===== src/rtl/fifo_frame_pkg.sv =====
`default_nettype none
// ============================================================================
// Module  : fifo_frame_pkg
// Brief   : Shared types and constants for the FIFO frame parser.
// Revision: 1.0
// ============================================================================
package fifo_frame_pkg;

    typedef enum logic [1:0] {
        ST_LEN     = 2'd0,
        ST_PAYLOAD = 2'd1,
        ST_CHECK   = 2'd2,
        ST_DISCARD = 2'd3
    } state_t;

    localparam int                 c_cnt_w   = 16;
    localparam logic [c_cnt_w-1:0] c_cnt_max = {c_cnt_w{1'b1}};

endpackage
`default_nettype wire


===== src/rtl/sat_counter16.sv =====
`default_nettype none
// ============================================================================
// Module  : sat_counter16
// Brief   : Increment-enable counter that sticks at its maximum value.
// Revision: 1.0
// ============================================================================
module sat_counter16
    import fifo_frame_pkg::*;
(
    input  logic               clk,
    input  logic               rst,
    input  logic               i_inc,
    output logic [c_cnt_w-1:0] o_count
);

    logic [c_cnt_w-1:0] count_q;
    logic [c_cnt_w-1:0] count_d;

    always_comb begin
        count_d = count_q;
        if (i_inc && (count_q != c_cnt_max)) begin
            count_d = count_q + c_cnt_w'(1);
        end
    end

    always_ff @(posedge clk) begin
        if (rst) begin
            count_q <= '0;
        end else begin
            count_q <= count_d;
        end
    end

    assign o_count = count_q;

endmodule
`default_nettype wire


===== src/rtl/fifo_frame_parser.sv =====
`default_nettype none
// ============================================================================
// Module  : fifo_frame_parser
// Brief   : Splits the FIFO byte stream into length/payload/checksum frames.
// Revision: 1.0
// ============================================================================
module fifo_frame_parser
    import fifo_frame_pkg::*;
#(
    parameter int WIDTH   = 8,
    parameter int MAX_LEN = 16
) (
    input  logic               out_clk,
    input  logic               reset,
    input  logic               fifo_e,
    input  logic [WIDTH-1:0]   fifo_data,
    output logic               fifo_rd,
    output logic [WIDTH-1:0]   m_data,
    output logic               m_valid,
    input  logic               m_ready,
    output logic               m_last,
    output logic               frame_done,
    output logic               frame_err,
    output logic [c_cnt_w-1:0] frame_count,
    output logic [c_cnt_w-1:0] err_count
);

    localparam logic [WIDTH-1:0] c_max_len = WIDTH'(MAX_LEN);
    localparam logic [WIDTH:0]   c_one_r   = (WIDTH+1)'(1);

    state_t           state_q, state_d;
    logic [WIDTH-1:0] byte_q, byte_d;
    logic [WIDTH-1:0] sum_q, sum_d;
    logic [WIDTH:0]   remain_q, remain_d;
    logic             byte_v_q, byte_v_d;
    logic             rd_pend_q, rd_pend_d;

    logic w_in_payload;
    logic w_last;
    logic w_take;
    logic w_done;
    logic w_err;
    logic w_good;

    assign w_in_payload = (state_q == ST_PAYLOAD);
    assign w_last       = (remain_q == c_one_r);
    // Only the payload state waits on the consumer; every other state eats its byte.
    assign w_take       = byte_v_q & (!w_in_payload | m_ready);
    assign fifo_rd      = !reset & !fifo_e & !rd_pend_q & (!byte_v_q | w_take);

    always_comb begin
        state_d  = state_q;
        sum_d    = sum_q;
        remain_d = remain_q;
        w_done   = 1'b0;
        w_err    = 1'b0;
        w_good   = 1'b0;
        if (w_take) begin
            case (state_q)
                ST_LEN: begin
                    if (byte_q == '0) begin
                        w_err = 1'b1;
                    end else if (byte_q > c_max_len) begin
                        w_err    = 1'b1;
                        remain_d = {1'b0, byte_q} + c_one_r;
                        state_d  = ST_DISCARD;
                    end else begin
                        sum_d    = byte_q;
                        remain_d = {1'b0, byte_q};
                        state_d  = ST_PAYLOAD;
                    end
                end
                ST_PAYLOAD: begin
                    sum_d    = sum_q + byte_q;
                    remain_d = remain_q - c_one_r;
                    if (w_last) begin
                        state_d = ST_CHECK;
                    end
                end
                ST_CHECK: begin
                    w_done  = 1'b1;
                    w_good  = (byte_q == sum_q);
                    w_err   = (byte_q != sum_q);
                    state_d = ST_LEN;
                end
                ST_DISCARD: begin
                    remain_d = remain_q - c_one_r;
                    if (w_last) begin
                        state_d = ST_LEN;
                    end
                end
                default: state_d = ST_LEN;
            endcase
        end
    end

    always_comb begin
        byte_d    = byte_q;
        byte_v_d  = byte_v_q;
        rd_pend_d = fifo_rd;
        if (rd_pend_q) begin
            byte_d   = fifo_data;
            byte_v_d = 1'b1;
        end else if (w_take) begin
            byte_v_d = 1'b0;
        end
    end

    always_ff @(posedge out_clk) begin
        if (reset) begin
            state_q   <= ST_LEN;
            byte_q    <= '0;
            byte_v_q  <= 1'b0;
            rd_pend_q <= 1'b0;
            sum_q     <= '0;
            remain_q  <= '0;
        end else begin
            state_q   <= state_d;
            byte_q    <= byte_d;
            byte_v_q  <= byte_v_d;
            rd_pend_q <= rd_pend_d;
            sum_q     <= sum_d;
            remain_q  <= remain_d;
        end
    end

    assign m_valid    = w_in_payload & byte_v_q;
    assign m_data     = byte_q;
    assign m_last     = w_in_payload & w_last;
    assign frame_done = w_done;
    assign frame_err  = w_err;

    sat_counter16 u_good_cnt (
        .clk     (out_clk),
        .rst     (reset),
        .i_inc   (w_good),
        .o_count (frame_count)
    );

    sat_counter16 u_err_cnt (
        .clk     (out_clk),
        .rst     (reset),
        .i_inc   (w_err),
        .o_count (err_count)
    );

endmodule
`default_nettype wire


===== config.mk =====
export PLATFORM = sky130hd
export DESIGN_NAME = fifo_frame_parser
export DESIGN_NICKNAME = d
export VERILOG_FILES = /design/src/rtl/fifo_frame_pkg.sv /design/src/rtl/sat_counter16.sv /design/src/rtl/fifo_frame_parser.sv
export SDC_FILE = /design/constraint.sdc
export NUM_CORES = 1
export LEC_CHECK = 0
export CAP_MARGIN = 5
export CORE_ASPECT_RATIO = 2
export CORE_UTILIZATION = 49
export CTS_BUF_LIST = sky130_fd_sc_hd__clkbuf_16
export DETAILED_ROUTE_END_ITERATION = 7
export PLACE_DENSITY = 0.82
export RECOVER_POWER = 100
export SYNTH_ARGS = -nofsm -noshare
export SYNTH_HDL_FRONTEND = slang
export SYNTH_SLANG_ARGS = --single-unit

===== constraint.sdc =====
create_clock -name out_clk -period 2.7 [get_ports out_clk]
set_clock_uncertainty 0.15 [all_clocks]
set_input_delay 0.54 -clock out_clk [delete_from_list [all_inputs] [get_ports out_clk]]
set_output_delay 0.54 -clock out_clk [all_outputs]
set_load 0.01 [all_outputs]

==> metrics.txt <==
status=finished with violations; failing checks=negative setup slack; clock power share=44.3%; Slew @ Worst Pin=1.38 ns; CTS H-Tree Depth=3; # hold bufs at CTS=0; power per standard cell area=456 nW/um2; starting density of the core=50.7%; relative slew slack=7.79%; worst endpoint data arrival time=2.12 ns; vias post-DR=3846; final hold violations=0; Ys Warns=0; Layout Utilization=72.8%; Post-DP Area=4520 um2; hold slack final=0.341 ns; maxcap violations=0; clock-pin slew on the worst setup and hold paths=0.05 ns; DR pass1 iterations=4; largest net degree at the start of global routing=67; CP Class=flip-flop to primary output; Yosys cell types=56; critical path endpoint category=primary output; initial antenna violation count=0; fmax=356 MHz; IO Pins=57; critical path's slowest cell=or4_4; Yosys top cell area share=34.7%; crit-path cells=ha_4, or4_4, o31ai_4, buf_4, o31ai_4, nand2_2, inv_2, buf_6; core area=6940 um2; GPL Wtd Cong=0.884; Worst Path Required=2.01 ns; register area share after synthesis=34.7%; Non-Filler Instances=636; first-pass GRT wire length=16900 um; setup ws final=-0.113 ns; top-count cell post-synth=nor2_1; Syn Inst Count=437; delay-heaviest family, CP=simple AND/OR/NAND/NOR gates; vias per inst=6.05; Routed Antenna Nets=0; share of layout cells above drive strength 1=21.8%; hpwl dp=7650 um; worst skew pair latency=0.34 ns; nets@finish=567; clk buf depth=2; root buffer cell=clkbuf_16; most used cell, CP=o31ai_4; initial DRC count=235; peak supply drop=0.000416 V; Avg Cell Area, Syn=8.06 um2; I/O Buffers=56; Flop pwr share=40.4%; number of diodes=0; P_int=0.00169 W; cts bufs inserted=9; Worst Hold Class=flip-flop to flip-flop; Routed WL=11000 um; DRC Markers=0; clock sinks=61; die height=122 um; vias in the first global route=3604; Total GRT Usage=30.9%; critical path buffer and inverter count=3; die area=7550 um2; biggest area consumer among synthesized cells=dfxtp_1; critical path launch point type=flip-flop; crit share post-route=104%; synthesized area=3520 um2; Rows=43; die width=62.0 um; CP max FO=2; switching share of power=26.7%; Area contributors post-synth=dfxtp_1, nor2_1, ha_1, xor2_1, nand2_1; setup TNS=-0.166 ns; Leak=1.94 nW; prevailing post-synth register cell=dfxtp_1; Net Switching=0.000616 W; combinational power share=15.3%; Worst path max stage delay=0.55 ns; final instance area=5050 um2; asr flop ratio synth=0%; WL per Instance=17.3 um; min Tclk post-route=2.81 ns; RSZ-0062 raised after global routing=true; synthesis-to-finish area growth=43.5%; CTS tree=yes; Post-Place Cells=613; total grt overflow=0; Post-Synthesis Net Count=463; Setup Viol. Count Final=4; final slew viol count=0; synth cell count leaders=nor2_1, dfxtp_1, nand2_1; EDFF count, synth=0; register bit count reported by yosys=61
==> kinds of logic (layout without fill, tap and decap cells) <==
group,Yosys count,count (layout),share of synthesized area [%]
XOR/XNOR,28,28,6.96
buffers and inverters,36,144,4.01
flip-flops,61,61,34.7
multiplexers,15,15,4.37
AND/OR/NAND/NOR,200,200,28.2
adder cells (fa/ha/maj),14,14,5.19
AO/OA/AOI/OAI,83,84,16.6
==> worst paths after layout <==
kind / startpoint / to / slack, ns / cells after the start
max reg2reg: sum_q[1] / u_good_cnt.o_count[15] / -0.04 / 7
min: sum_q[5] / sum_q[5] / 0.34 / 2
min reg2reg: sum_q[5] / sum_q[5] / 0.34 / 2
max: sum_q[1] / frame_err / -0.11 / 8
==> area by class of cell <==
cell class,count,area [um2]
Multi-Input combinational cell,341,2400
Timing Repair Buffer,112,986
Tap cell,90,113
Clock inverter,7,32.5
Sequential cell,61,1240
Clock buffer,9,225
Fill cell,514,1890
Inverter,16,62.6
==> stage by stage <==
stage	total power (W)	setup slack, ns
2_1_floorplan	0.00111	0.0192
3_3_place_gp	0.00123	-0.198
3_5_place_dp	0.00124	-0.230
4_1_cts	0.00228	-0.102
5_1_grt	0.00237	-0.136
6_report	0.00230	-0.113
==> worst register-to-register path, stage by stage (launching register included) <==
cell and delay, ns:
dfxtp_2 0.33, ha_4 0.24, or4_4 0.55, or4b_4 0.57, a311oi_4 0.33, and3_1 0.22, xnor2_1 0.11, nor2_1 0.06
==> layout by cell type (no fill, tap or decap), types with 6 or more instances in the layout <==
cell type,n
a21oi_1,21
or3_1,8
and3_1,6
nor2_1,63
ha_1,7
inv_1,15
xor2_1,18
nor4_1,8
dfxtp_1,53
mux2i_1,12
clkbuf_16,9
dlygate4sd3_1,28
nand4_1,14
xnor2_1,10
nor3_1,15
nand3_1,14
nand2_1,32
clkdlybuf4s50_1,24
nor2b_1,7
buf_4,51
o21ai_0,18
==> sequential cells by signal (all words and copies together), names as in the netlist <==
signal and cells:
sum_q 8, u_err_cnt.o_count 16, u_good_cnt.o_count 16, rd_pend_q 1, state_q 2, byte_v_q 1
remain_q 9, m_data 8
==> routing by layer <==
layer	vias up	GRT usage, %	part of all wire [%]
met1	1826	29.4	34
met5	-	0	0
met3	76	4.46	3.7
li1	1799	-	-
met2	145	54.2	54
met4	0	25.1	8.8
==> power by group through the flow <==
stage / Combinational (W) / Clock, W / Sequential [W]
3_5_place_dp: 0.000294 / 0 / 0.000948
5_1_grt: 0.000376 / 0.00106 / 0.000931
2_1_floorplan: 0.000152 / 0 / 0.000955
3_3_place_gp: 0.000288 / 0 / 0.000947
6_report: 0.000354 / 0.00102 / 0.000930
4_1_cts: 0.000326 / 0.00102 / 0.000930
==> what timing repair did <==
item	in CTS	in global routing
pin swaps	7	9
gates cloned	1	0
setup buffers	4	4
setup endpoints to repair	28	26
gates resized for setup	34	22
Power figures use the tool's default switching activity.
